`src/rtl/buffer_etapa_elastico_pkg.sv`:
```
// Shared MIPS pipeline definitions: control-bundle bit layout, NOP value and
// the fill status used by the elastic inter-stage buffers.
package pipeline_pkg;

    localparam int unsigned CTRL_W = 11;

    localparam int unsigned CTRL_JUMP      = 0;
    localparam int unsigned CTRL_MEMTOREG  = 1;
    localparam int unsigned CTRL_REGWRITE  = 2;
    localparam int unsigned CTRL_MEMREAD   = 3;
    localparam int unsigned CTRL_MEMWRITE  = 4;
    localparam int unsigned CTRL_BRANCH    = 5;
    localparam int unsigned CTRL_ALUSRC    = 6;
    localparam int unsigned CTRL_ALUOP_LSB = 7;
    localparam int unsigned CTRL_ALUOP_MSB = 9;
    localparam int unsigned CTRL_REGDST    = 10;

    typedef logic [CTRL_W-1:0] ctrl_t;

    // A bubble is an all-zero control bundle: no write, no memory access, no branch.
    localparam ctrl_t CTRL_NOP = '0;

    typedef enum logic [1:0] {
        ST_EMPTY,
        ST_PARTIAL,
        ST_FULL
    } fill_e;

endpackage

```
`src/rtl/buffer_etapa_elastico_if.sv`:
```
// Handshake bundle between two pipeline stages: upstream push side, downstream
// pop side and the squash request.
interface buffer_etapa_elastico_if
    import pipeline_pkg::*;
#(
    parameter int unsigned DATA_W = 32,
    parameter int unsigned CTRL_W = pipeline_pkg::CTRL_W
);

    logic              in_valid;
    logic              in_ready;
    logic [DATA_W-1:0] in_data;
    logic [CTRL_W-1:0] in_ctrl;
    logic              flush;
    logic              out_valid;
    logic              out_ready;
    logic [DATA_W-1:0] out_data;
    logic [CTRL_W-1:0] out_ctrl;

    modport master (
        output in_valid, in_data, in_ctrl, flush, out_ready,
        input  in_ready, out_valid, out_data, out_ctrl
    );

    modport slave (
        input  in_valid, in_data, in_ctrl, flush, out_ready,
        output in_ready, out_valid, out_data, out_ctrl
    );

endinterface

```
`src/rtl/buffer_etapa_elastico_contador_sat.sv`:
```
// Saturating up-counter with enable; holds at all-ones instead of wrapping.
module contador_sat #(
    parameter int unsigned WIDTH = 16
) (
    input  logic             clk_i,
    input  logic             rst_ni,
    input  logic             en_i,
    output logic [WIDTH-1:0] cnt_o
);

    logic [WIDTH-1:0] cnt_q;
    logic [WIDTH-1:0] cnt_d;

    always_comb begin
        cnt_d = cnt_q;
        if (en_i && (cnt_q != '1)) begin
            cnt_d = cnt_q + WIDTH'(1);
        end
    end

    always_ff @(posedge clk_i or negedge rst_ni) begin
        if (!rst_ni) begin
            cnt_q <= '0;
        end else begin
            cnt_q <= cnt_d;
        end
    end

    assign cnt_o = cnt_q;

endmodule

```
`src/rtl/buffer_etapa_elastico.sv`:
```
// Elastic inter-stage pipeline buffer: DEPTH-entry circular store with
// valid/ready handshake, synchronous squash and a saturating stall counter.
module buffer_etapa_elastico
    import pipeline_pkg::*;
#(
    parameter int unsigned DATA_W = 32,
    parameter int unsigned CTRL_W = pipeline_pkg::CTRL_W,
    parameter int unsigned DEPTH  = 2,
    parameter int unsigned CNT_W  = 16
) (
    input  logic                       CLK,
    input  logic                       RST_N,
    buffer_etapa_elastico_if.slave     bus,
    output logic [$clog2(DEPTH+1)-1:0] occupancy,
    output logic [CNT_W-1:0]           stall_cnt
);

    localparam int unsigned OCC_W = $clog2(DEPTH + 1);
    localparam int unsigned PTR_W = $clog2(DEPTH);
    localparam logic [OCC_W-1:0] FULL_CNT = OCC_W'(DEPTH);
    localparam logic [PTR_W-1:0] LAST_PTR = PTR_W'(DEPTH - 1);

    if (DEPTH < 2) begin : g_depth_check
        $error("buffer_etapa_elastico: DEPTH must be at least 2");
    end

    typedef struct packed {
        logic [DATA_W-1:0] data;
        logic [CTRL_W-1:0] ctrl;
    } entry_t;

    entry_t           mem [DEPTH];
    entry_t           head_ent;
    logic [PTR_W-1:0] head_q, head_d;
    logic [PTR_W-1:0] tail_q, tail_d;
    logic [OCC_W-1:0] count_q, count_d;
    fill_e            fill;
    logic             in_ready_w;
    logic             out_valid_w;
    logic             push;
    logic             pop;
    logic             stall_en;

    // Explicit wrap compare so non-power-of-two depths cycle 0..DEPTH-1.
    function automatic logic [PTR_W-1:0] ptr_inc(input logic [PTR_W-1:0] p);
        return (p == LAST_PTR) ? '0 : p + PTR_W'(1);
    endfunction

    always_comb begin
        fill = ST_PARTIAL;
        if (count_q == '0) begin
            fill = ST_EMPTY;
        end else if (count_q == FULL_CNT) begin
            fill = ST_FULL;
        end
    end

    // Ready is built from registered fill level only, so a pop cannot free a
    // slot for a push in the same cycle.
    assign in_ready_w  = !bus.flush && (fill != ST_FULL);
    assign out_valid_w = !bus.flush && (fill != ST_EMPTY);
    assign push        = bus.in_valid && in_ready_w;
    assign pop         = out_valid_w && bus.out_ready;
    assign stall_en    = bus.in_valid && !in_ready_w && !bus.flush;

    always_comb begin
        head_d  = head_q;
        tail_d  = tail_q;
        count_d = count_q;
        if (bus.flush) begin
            head_d  = '0;
            tail_d  = '0;
            count_d = '0;
        end else begin
            if (push) begin
                tail_d = ptr_inc(tail_q);
            end
            if (pop) begin
                head_d = ptr_inc(head_q);
            end
            if (push && !pop) begin
                count_d = count_q + OCC_W'(1);
            end else if (pop && !push) begin
                count_d = count_q - OCC_W'(1);
            end
        end
    end

    always_ff @(posedge CLK or negedge RST_N) begin
        if (!RST_N) begin
            head_q  <= '0;
            tail_q  <= '0;
            count_q <= '0;
        end else begin
            head_q  <= head_d;
            tail_q  <= tail_d;
            count_q <= count_d;
        end
    end

    always_ff @(posedge CLK) begin
        if (push) begin
            mem[tail_q] <= '{data: bus.in_data, ctrl: bus.in_ctrl};
        end
    end

    assign head_ent = mem[head_q];

    // Non-valid cycles present a bubble so downstream never sees stale control.
    always_comb begin
        bus.in_ready  = in_ready_w;
        bus.out_valid = out_valid_w;
        bus.out_data  = out_valid_w ? head_ent.data : '0;
        bus.out_ctrl  = out_valid_w ? head_ent.ctrl : CTRL_W'(CTRL_NOP);
    end

    assign occupancy = count_q;

    contador_sat #(
        .WIDTH (CNT_W)
    ) u_stall_cnt (
        .clk_i  (CLK),
        .rst_ni (RST_N),
        .en_i   (stall_en),
        .cnt_o  (stall_cnt)
    );

endmodule

```
`src/flat_wrapper.sv`:
```
// flat-port wrapper written by rule: the top's interface ports become plain ports
module buffer_etapa_elastico_flat import pipeline_pkg::*;
#(
    parameter int unsigned DATA_W = 32,
    parameter int unsigned CTRL_W = pipeline_pkg::CTRL_W,
    parameter int unsigned DEPTH  = 2,
    parameter int unsigned CNT_W  = 16
)
  (CLK, RST_N, occupancy, stall_cnt, bus_in_valid, bus_in_data, bus_in_ctrl, bus_flush, bus_out_ready, bus_in_ready, bus_out_valid, bus_out_data, bus_out_ctrl);
  buffer_etapa_elastico_if #(.DATA_W(DATA_W), .CTRL_W(CTRL_W)) bus_i ();
  input  logic CLK;
  input  logic RST_N;
  output logic [$clog2(DEPTH+1)-1:0] occupancy;
  output logic [CNT_W-1:0] stall_cnt;
  input wire logic [$bits(bus_i.in_valid)-1:0] bus_in_valid;
  input wire logic [$bits(bus_i.in_data)-1:0] bus_in_data;
  input wire logic [$bits(bus_i.in_ctrl)-1:0] bus_in_ctrl;
  input wire logic [$bits(bus_i.flush)-1:0] bus_flush;
  input wire logic [$bits(bus_i.out_ready)-1:0] bus_out_ready;
  output wire logic [$bits(bus_i.in_ready)-1:0] bus_in_ready;
  output wire logic [$bits(bus_i.out_valid)-1:0] bus_out_valid;
  output wire logic [$bits(bus_i.out_data)-1:0] bus_out_data;
  output wire logic [$bits(bus_i.out_ctrl)-1:0] bus_out_ctrl;
  assign bus_i.in_valid = bus_in_valid;
  assign bus_i.in_data = bus_in_data;
  assign bus_i.in_ctrl = bus_in_ctrl;
  assign bus_i.flush = bus_flush;
  assign bus_i.out_ready = bus_out_ready;
  assign bus_in_ready = bus_i.in_ready;
  assign bus_out_valid = bus_i.out_valid;
  assign bus_out_data = bus_i.out_data;
  assign bus_out_ctrl = bus_i.out_ctrl;
  buffer_etapa_elastico #(.DATA_W(DATA_W), .CTRL_W(CTRL_W), .DEPTH(DEPTH), .CNT_W(CNT_W)) u_core (.CLK(CLK), .RST_N(RST_N), .bus(bus_i), .occupancy(occupancy), .stall_cnt(stall_cnt));
endmodule
```
`config.mk`:
```
export PLATFORM = sky130hd
export DESIGN_NAME = buffer_etapa_elastico_flat
export DESIGN_NICKNAME = d
export VERILOG_FILES = /design/src/rtl/buffer_etapa_elastico_pkg.sv /design/src/rtl/buffer_etapa_elastico_if.sv /design/src/rtl/buffer_etapa_elastico_contador_sat.sv /design/src/rtl/buffer_etapa_elastico.sv /design/src/flat_wrapper.sv
export SDC_FILE = /design/constraint.sdc
export NUM_CORES = 1
export LEC_CHECK = 0
export BUFFER_PORTS_ARGS = -buffer_cell sky130_fd_sc_hd__buf_2
export CORE_UTILIZATION = 28
export CTS_BUF_LIST = sky130_fd_sc_hd__clkbuf_4
export CTS_CLUSTER_DIAMETER = 100
export CTS_CLUSTER_SIZE = 8
export DETAILED_ROUTE_END_ITERATION = 8
export PLACE_DENSITY_LB_ADDON = 0.2
export SLEW_MARGIN = 20
export SYNTH_ARGS = -nofsm -noshare
export SYNTH_HDL_FRONTEND = slang
export SYNTH_SLANG_ARGS = --single-unit
```
`constraint.sdc`:
```
create_clock -name CLK -period 7.9 [get_ports CLK]
set_clock_uncertainty 0.05 [all_clocks]
set_input_delay 0 -clock CLK [delete_from_list [all_inputs] [get_ports CLK]]
set_output_delay 0 -clock CLK [all_outputs]
set_load 0.01 [all_outputs]
```
# Word level (Yosys, flattened, before mapping)
# Memory sizes are Yosys's and may differ from the RTL's.
# Cells that the tools add are included.
dict set report totals {
  inputBits 48
  register_bits 20
  mem_bits_rw 86
  mem_count 1
}
dict set report classes {
  n_eq_ne 3
  add_sub_neg 5
  n_mux 15
  n_reduce_logical 18
}
# memory depth width read_ports rd_clocked_by_memory_dff wr line_no
set memory_table {}
lappend memory_table {u_core.mem 2 43 1 0 1 buffer_etapa_elastico.sv:32} ;# entry_t mem [DEPTH];
# op n
set ops {}
lappend ops {{two-way mux 32 bit} 1}
lappend ops {{adder 16 x 1 -> 16 bit, second input constant} 1}
lappend ops {{inequality test 16 bit, second input constant} 1}
lappend ops {{two-way mux 11 bit} 1}
lappend ops {{two-way mux 2 bit} 5}
lappend ops {{logical AND 1 bit} 9}
lappend ops {{two-way mux 1 bit} 8}
lappend ops {{nonzero test 2 bit} 3}
lappend ops {{logical NOT 1 bit} 4}
lappend ops {{nonzero test 3 bit} 1}
lappend ops {{adder 1 bit, second input constant} 2}
lappend ops {{adder 2 x 1 -> 2 bit, second input constant} 1}
lappend ops {{== test 2 bit, second input constant} 1}
lappend ops {{logical NOT 2 bit} 1}
lappend ops {{inequality test 2 bit, second input constant} 1}
lappend ops {{subtractor 2 x 1 -> 2 bit, second input constant} 1}

# Depth between registers and ports, before layout
dict set report logic_depth {
  depth_word 11
  depth_mapped 6
  ltp_nobuf 5
}

# Hierarchy
# Synthesis repeated with hierarchy kept, for this count alone.
dict set report hier_totals {
  hier_cells 283
  area_unflattened_um2 4352.9
}
# module area_each_um2 n_inst cells_each seq_area_each_um2
set modules_own_cells {}
lappend modules_own_cells {buffer_etapa_elastico 3493.4 1 211 2682.6}
lappend modules_own_cells {contador_sat 859.6 1 72 400.4}

# Worst setup path before layout
# No wires, ideal clock.
dict set report synth_timing {
  path_kind {flip-flop to flip-flop}
  start {register u_core.count_q[1], in the netlist u_core.occupancy[1]}
  end {memory u_core.mem[0][0] in the netlist's numbering, enable pin}
  t_arrival_ns 2.736
  stages_incl_launch_ff 5
  setup_ns 0.443
  n_path_buf 0
  setup_slack_ns 4.671
  path_cell_list {dfrtp_1 -> nor2b_1 -> nor2_1 -> nand2_1 -> nor2_1}
}
dict set report synth_between {
  elab_chain_len 8
  elab_cells_between_ends 9
  cone_classes {2 x eq/ne; 4 x mux; 3 x reduce/logical}
}
# element line_no
set synth_lines {}
lappend synth_lines {{start, declared} buffer_etapa_elastico.sv:36} ;# logic [OCC_W-1:0] count_q, count_d;
lappend synth_lines {{start signal, assigned} buffer_etapa_elastico.sv:97} ;# count_q <= count_d;
lappend synth_lines {{== test 2 bit} buffer_etapa_elastico.sv:53} ;# end else if (count_q == FULL_CNT) begin
lappend synth_lines {{two-way mux 2 bit} buffer_etapa_elastico.sv:53}
lappend synth_lines {{two-way mux 2 bit *} buffer_etapa_elastico.sv:51} ;# if (count_q == '0) begin
lappend synth_lines {{inequality test 2 bit *} buffer_etapa_elastico.sv:60} ;# assign in_ready_w = !bus.flush && (fill != ST_FULL);
lappend synth_lines {{logical AND 1 bit *} buffer_etapa_elastico.sv:60}
lappend synth_lines {{via bus_in_ready} flat_wrapper.sv:20} ;# output wire logic [$bits(bus_i.in_ready)-1:0] bus_in_ready;
lappend synth_lines {{logical AND 1 bit *} buffer_etapa_elastico.sv:62} ;# assign push = bus.in_valid && in_ready_w;
lappend synth_lines {{two-way mux 1 bit *} buffer_etapa_elastico.sv:102} ;# if (push) begin
lappend synth_lines {{two-way mux 1 bit (implied by the code) *} buffer_etapa_elastico.sv:103} ;# mem[tail_q] <= '{data: bus.in_data, ctrl: bus.in_ctrl};
lappend synth_lines {{end, declared} buffer_etapa_elastico.sv:32}
# The timed path passes the listed nets; every way through them passes the cells marked *.

# Worst setup path after layout
dict set report layout_timing {
  start {register u_core.count_q[1], in the netlist u_core.occupancy[1]}
  end {output port bus_out_ctrl[0]}
}
dict set report layout_between {
  elab_chain_len 6
  elab_cells_between_ends 7
  cone_classes {1 x eq/ne; 3 x mux; 3 x reduce/logical}
}
# element line_no
set layout_lines {}
lappend layout_lines {{== test 2 bit} buffer_etapa_elastico.sv:53}
lappend layout_lines {{two-way mux 2 bit} buffer_etapa_elastico.sv:53}
lappend layout_lines {{two-way mux 2 bit *} buffer_etapa_elastico.sv:51}
lappend layout_lines {{nonzero test 2 bit *} buffer_etapa_elastico.sv:61} ;# assign out_valid_w = !bus.flush && (fill != ST_EMPTY);
lappend layout_lines {{logical AND 1 bit *} buffer_etapa_elastico.sv:61}
lappend layout_lines {{two-way mux 11 bit *} buffer_etapa_elastico.sv:114} ;# bus.out_ctrl = out_valid_w ? head_ent.ctrl : CTRL_W'(CTRL_NOP);
lappend layout_lines {{end, declared} flat_wrapper.sv:23} ;# output wire logic [$bits(bus_i.out_ctrl)-1:0] bus_out_ctrl;
# Every way passes the cells marked *; elsewhere a longest branch is shown, timed or not.

==> metrics.log <==
INFO  metric critPathKind = reg -> out
INFO  metric critical_path.slowest_cell = sky130_fd_sc_hd__or2_2
INFO  metric power_density = 183.2 mW/mm^2
INFO  metric path_max_fanout = 44
INFO  metric grt_usage = 0.1195
INFO  metric synthDistinctLibCells = 35
INFO  metric synth.yosys.warnings = 0
INFO  metric finalWeightedCongestion = 0.7692
INFO  metric htree_num_levels = 3
INFO  metric antenna_found_initial = 1
INFO  metric cpLargestDelayFamily = simple AND/OR/NAND/NOR gates
INFO  metric grt_pass1_vias = ~2,800
INFO  metric place.detailed.instances = just under 600
INFO  metric crit_arrival = approximately 2.3 ns
INFO  metric avgRoutedWirePerCell = 14.11 um
INFO  metric synth_top_cell_area_share = 0.5970
INFO  metric synth.ff_latch_count = 106
INFO  metric synth_top_area_cell = sky130_fd_sc_hd__edfxtp_1
INFO  metric synth.avg_cell_area = around 15 sq um
INFO  metric die_y = between 100 and 150 um
INFO  metric list_of_cells_traversed_by_the_critical_path = nor2_1 > or2_2 > nor2_1 > buf_2
INFO  metric detailedRoute.firstPassIterationCount = 4
INFO  metric ctsResizeCount = 0
INFO  metric critical_path.max_stage_delay = between 0.7 and 0.8 ns
INFO  metric syn-num-nets = approximately 340
INFO  metric final-max-slew-violation-count = 0
INFO  metric tightestPinTransition = 0.9856 ns
INFO  metric grt_max_degree = 45
INFO  metric maxSlewHeadroom = 0.3430
INFO  metric hold_path_class = in -> async
INFO  metric period_needed = ~2.3 ns
INFO  metric synth_edf_count = 86
INFO  metric cts_num_sinks = between 100 and 150
INFO  metric post_route_cells_drive_above_1_share = 0.3020
INFO  metric setup.worst_path.end_class = output pin
INFO  metric routed_wirelength = roughly 9100 um
INFO  metric max-cap-violations = 0
INFO  metric cellLeakagePower = 2.337 nW
INFO  metric first_iter_violations = slightly above 100
INFO  metric tritoncts_clock_tree = yes
INFO  metric core_area = about 0.015 sq mm
INFO  metric row_cnt = 45
INFO  metric ys_seq_area_frac = 0.7128
INFO  metric fp.dieW = around 130 um
INFO  metric cts-buffers-inserted = 9
INFO  metric root_buffer = sky130_fd_sc_hd__clkbuf_4
INFO  metric syn_to_layout_area_delta = 31.85%
INFO  metric final_area = 0.005703 sq mm
INFO  metric post_detailed_placement_cell_area = around 0.0051 sq mm
INFO  metric globalRouteOverflowTotal = 0
INFO  metric worst-r2r-cell-count = 4
INFO  metric startpoint_type = flop
INFO  metric top_level_ports = between 100 and 150
INFO  metric drt.antenna.violating_nets = 0
INFO  metric place_hpwl = between 5000 and 6000 um
INFO  metric logic_depth_of_the_worst_path_buffers_included = 4
INFO  metric setup-violations-final = 0
INFO  metric final.setup.tns = 0 ns
INFO  metric synth_flop_cell = sky130_fd_sc_hd__edfxtp_1
INFO  metric final_count_of_hold_timing_violations = 0
INFO  metric post_synth_inst_count = around 300
INFO  metric async_flop_share = 0.1887
INFO  metric cts-root-to-sink-buffers = 2
INFO  metric groute.layer.met3.usage = 0.02446
INFO  metric cp_num_buf_inv = 1
INFO  metric vias = ~2,800
INFO  metric outcome = finished, final reports clean
INFO  metric layout_commonest_cell = sky130_fd_sc_hd__buf_2
INFO  metric clk-insertion-delay-late = 0.47 ns
INFO  metric worst_ir_drop_vdd = about 0.000092 V
INFO  metric global_route_wire_length_before_repair = ~14,000 um
INFO  metric finalNetCount = 502
INFO  metric unrepaired_setup_endpoints_after_global_routing = no
INFO  metric layout.cells.non_filler = between 600 and 700
INFO  metric drc = 0
INFO  metric avgViaCountPerCell = between 4 and 5
INFO  metric die_area = 0.01595 sq mm
INFO  metric fmaxAchievable = 428.0 MHz
INFO  metric synthTopCellsByArea = sky130_fd_sc_hd__edfxtp_1, sky130_fd_sc_hd__dfrtp_1, sky130_fd_sc_hd__mux2i_1
INFO  metric global_route.usage.met2 = 0.2025
INFO  metric grtUsageMet1 = 0.1435
INFO  metric initial_util = 0.2856
INFO  metric mappedNetlistArea = roughly 0.0043 sq mm
INFO  metric reg_clk_slew_reported_paths = about 0.16 ns
INFO  metric critical_path_required = between 7 and 8 ns
INFO  metric grt-busiest-layer = met2
INFO  metric final.period_utilization = 0.2958
INFO  metric mostFrequentLayoutCells = sky130_fd_sc_hd__buf_2, sky130_fd_sc_hd__edfxtp_1, sky130_fd_sc_hd__nor2_1
INFO  metric port_buffers = 110
INFO  metric final_core_utilization = 0.3765
INFO  metric timing.critical_path.mode_cell = sky130_fd_sc_hd__nor2_1
area by class of cell:
class                   instances  area, sq um
fillers                      1452         9443
flip-flops and latches        106         3084
multi-input cells             170         1159
repair buffers                163         1071
well taps                     188        235.2
clock buffers                  10        75.07
clock inverters                 5        65.06
inverters                       3        11.26
diodes                          1        2.502
sequential cells by signal, indices dropped and copies added (netlist names):
name                      count
u_core.u_stall_cnt.cnt_o     16
u_core.tail_q                 1
u_core.head_q                 1
u_core.occupancy              2
u_core.mem                   86
cell usage after synthesis (2+ instances only):
library cell,n
sky130_fd_sc_hd__buf_6,2
sky130_fd_sc_hd__nand3_1,3
sky130_fd_sc_hd__edfxtp_1,86
sky130_fd_sc_hd__o21ai_0,4
sky130_fd_sc_hd__and2_1,2
sky130_fd_sc_hd__nor2_1,57
sky130_fd_sc_hd__and3_1,6
sky130_fd_sc_hd__clkbuf_1,6
sky130_fd_sc_hd__a21oi_1,6
sky130_fd_sc_hd__xnor2_1,4
sky130_fd_sc_hd__and4_1,5
sky130_fd_sc_hd__buf_2,8
sky130_fd_sc_hd__mux2i_1,43
sky130_fd_sc_hd__nand4_1,5
sky130_fd_sc_hd__nand2_1,9
sky130_fd_sc_hd__nand4_2,2
sky130_fd_sc_hd__inv_1,2
sky130_fd_sc_hd__dfrtp_1,20
sky130_fd_sc_hd__xor2_1,7
sky130_fd_sc_hd__nor3_1,2
sky130_fd_sc_hd__mux2_4,2
worst register-to-register path: cells and delay by family (launching register included):
kind	cells	cell delay (ns)
buffers and inverters	2	1.07
DFF	1	0.76
xor gates and xnor gates	1	0.20
and+or+nand+nor	1	0.05
path summary, 6_finish.rpt:
check                                            startpoint  slack [ns]                      endpoint
worst max-delay path                    u_core.occupancy[1]        5.56               bus_out_ctrl[0]
worst min-delay path                                  RST_N        0.06  u_core.u_stall_cnt.cnt_o[14]
max in group asynchronous                             RST_N        7.40                 u_core.head_q
worst max register to register                u_core.head_q        5.68                 u_core.head_q
min in group CLK                             bus_in_data[0]        0.18             u_core.mem[0][11]
worst min register to register  u_core.u_stall_cnt.cnt_o[0]        0.48   u_core.u_stall_cnt.cnt_o[0]
kinds of logic after synthesis:
group / Yosys count / share of synthesized area
simple gates: 97 / 0.1099
fa+ha+maj: 1 / 0.002892
xor+xnor: 11 / 0.02227
mux: 47 / 0.1117
compound gates: 14 / 0.01822
flops: 106 / 0.7128
buf+inv: 19 / 0.02227
layer usage:
layer / part of all wire / up-vias
met3: 0.030 / 10
met5: 0 / -
met1: 0.46 / 1342
met2: 0.49 / 63
met4: 0.021 / 0
li1: - / 1395
power breakdown:
| group | switching (mW) | internal (mW) |
|---|---|---|
| combinational | 0.0599 | 0.0574 |
| sequential | 0.0134 | 0.630 |
| clock | 0.183 | 0.102 |
| total | 0.256 | 0.789 |
per-stage QoR:
step	power, mW	hold WS (ns)	worst slack (ns)
floorplan	0.7102	-0.3456	4.671
global placement	0.7551	-0.07165	5.689
detailed placement	0.7565	-0.06101	5.763
CTS	1.065	0.1354	5.437
global route	1.092	0.09164	5.328
finish	1.045	0.06240	5.564
repair_timing:
item,CTS,global route
hold buffers,51,0
endpoints found under the hold margin,119,0
buffers inserted,0,0
Power figures use the tool's default switching activity.
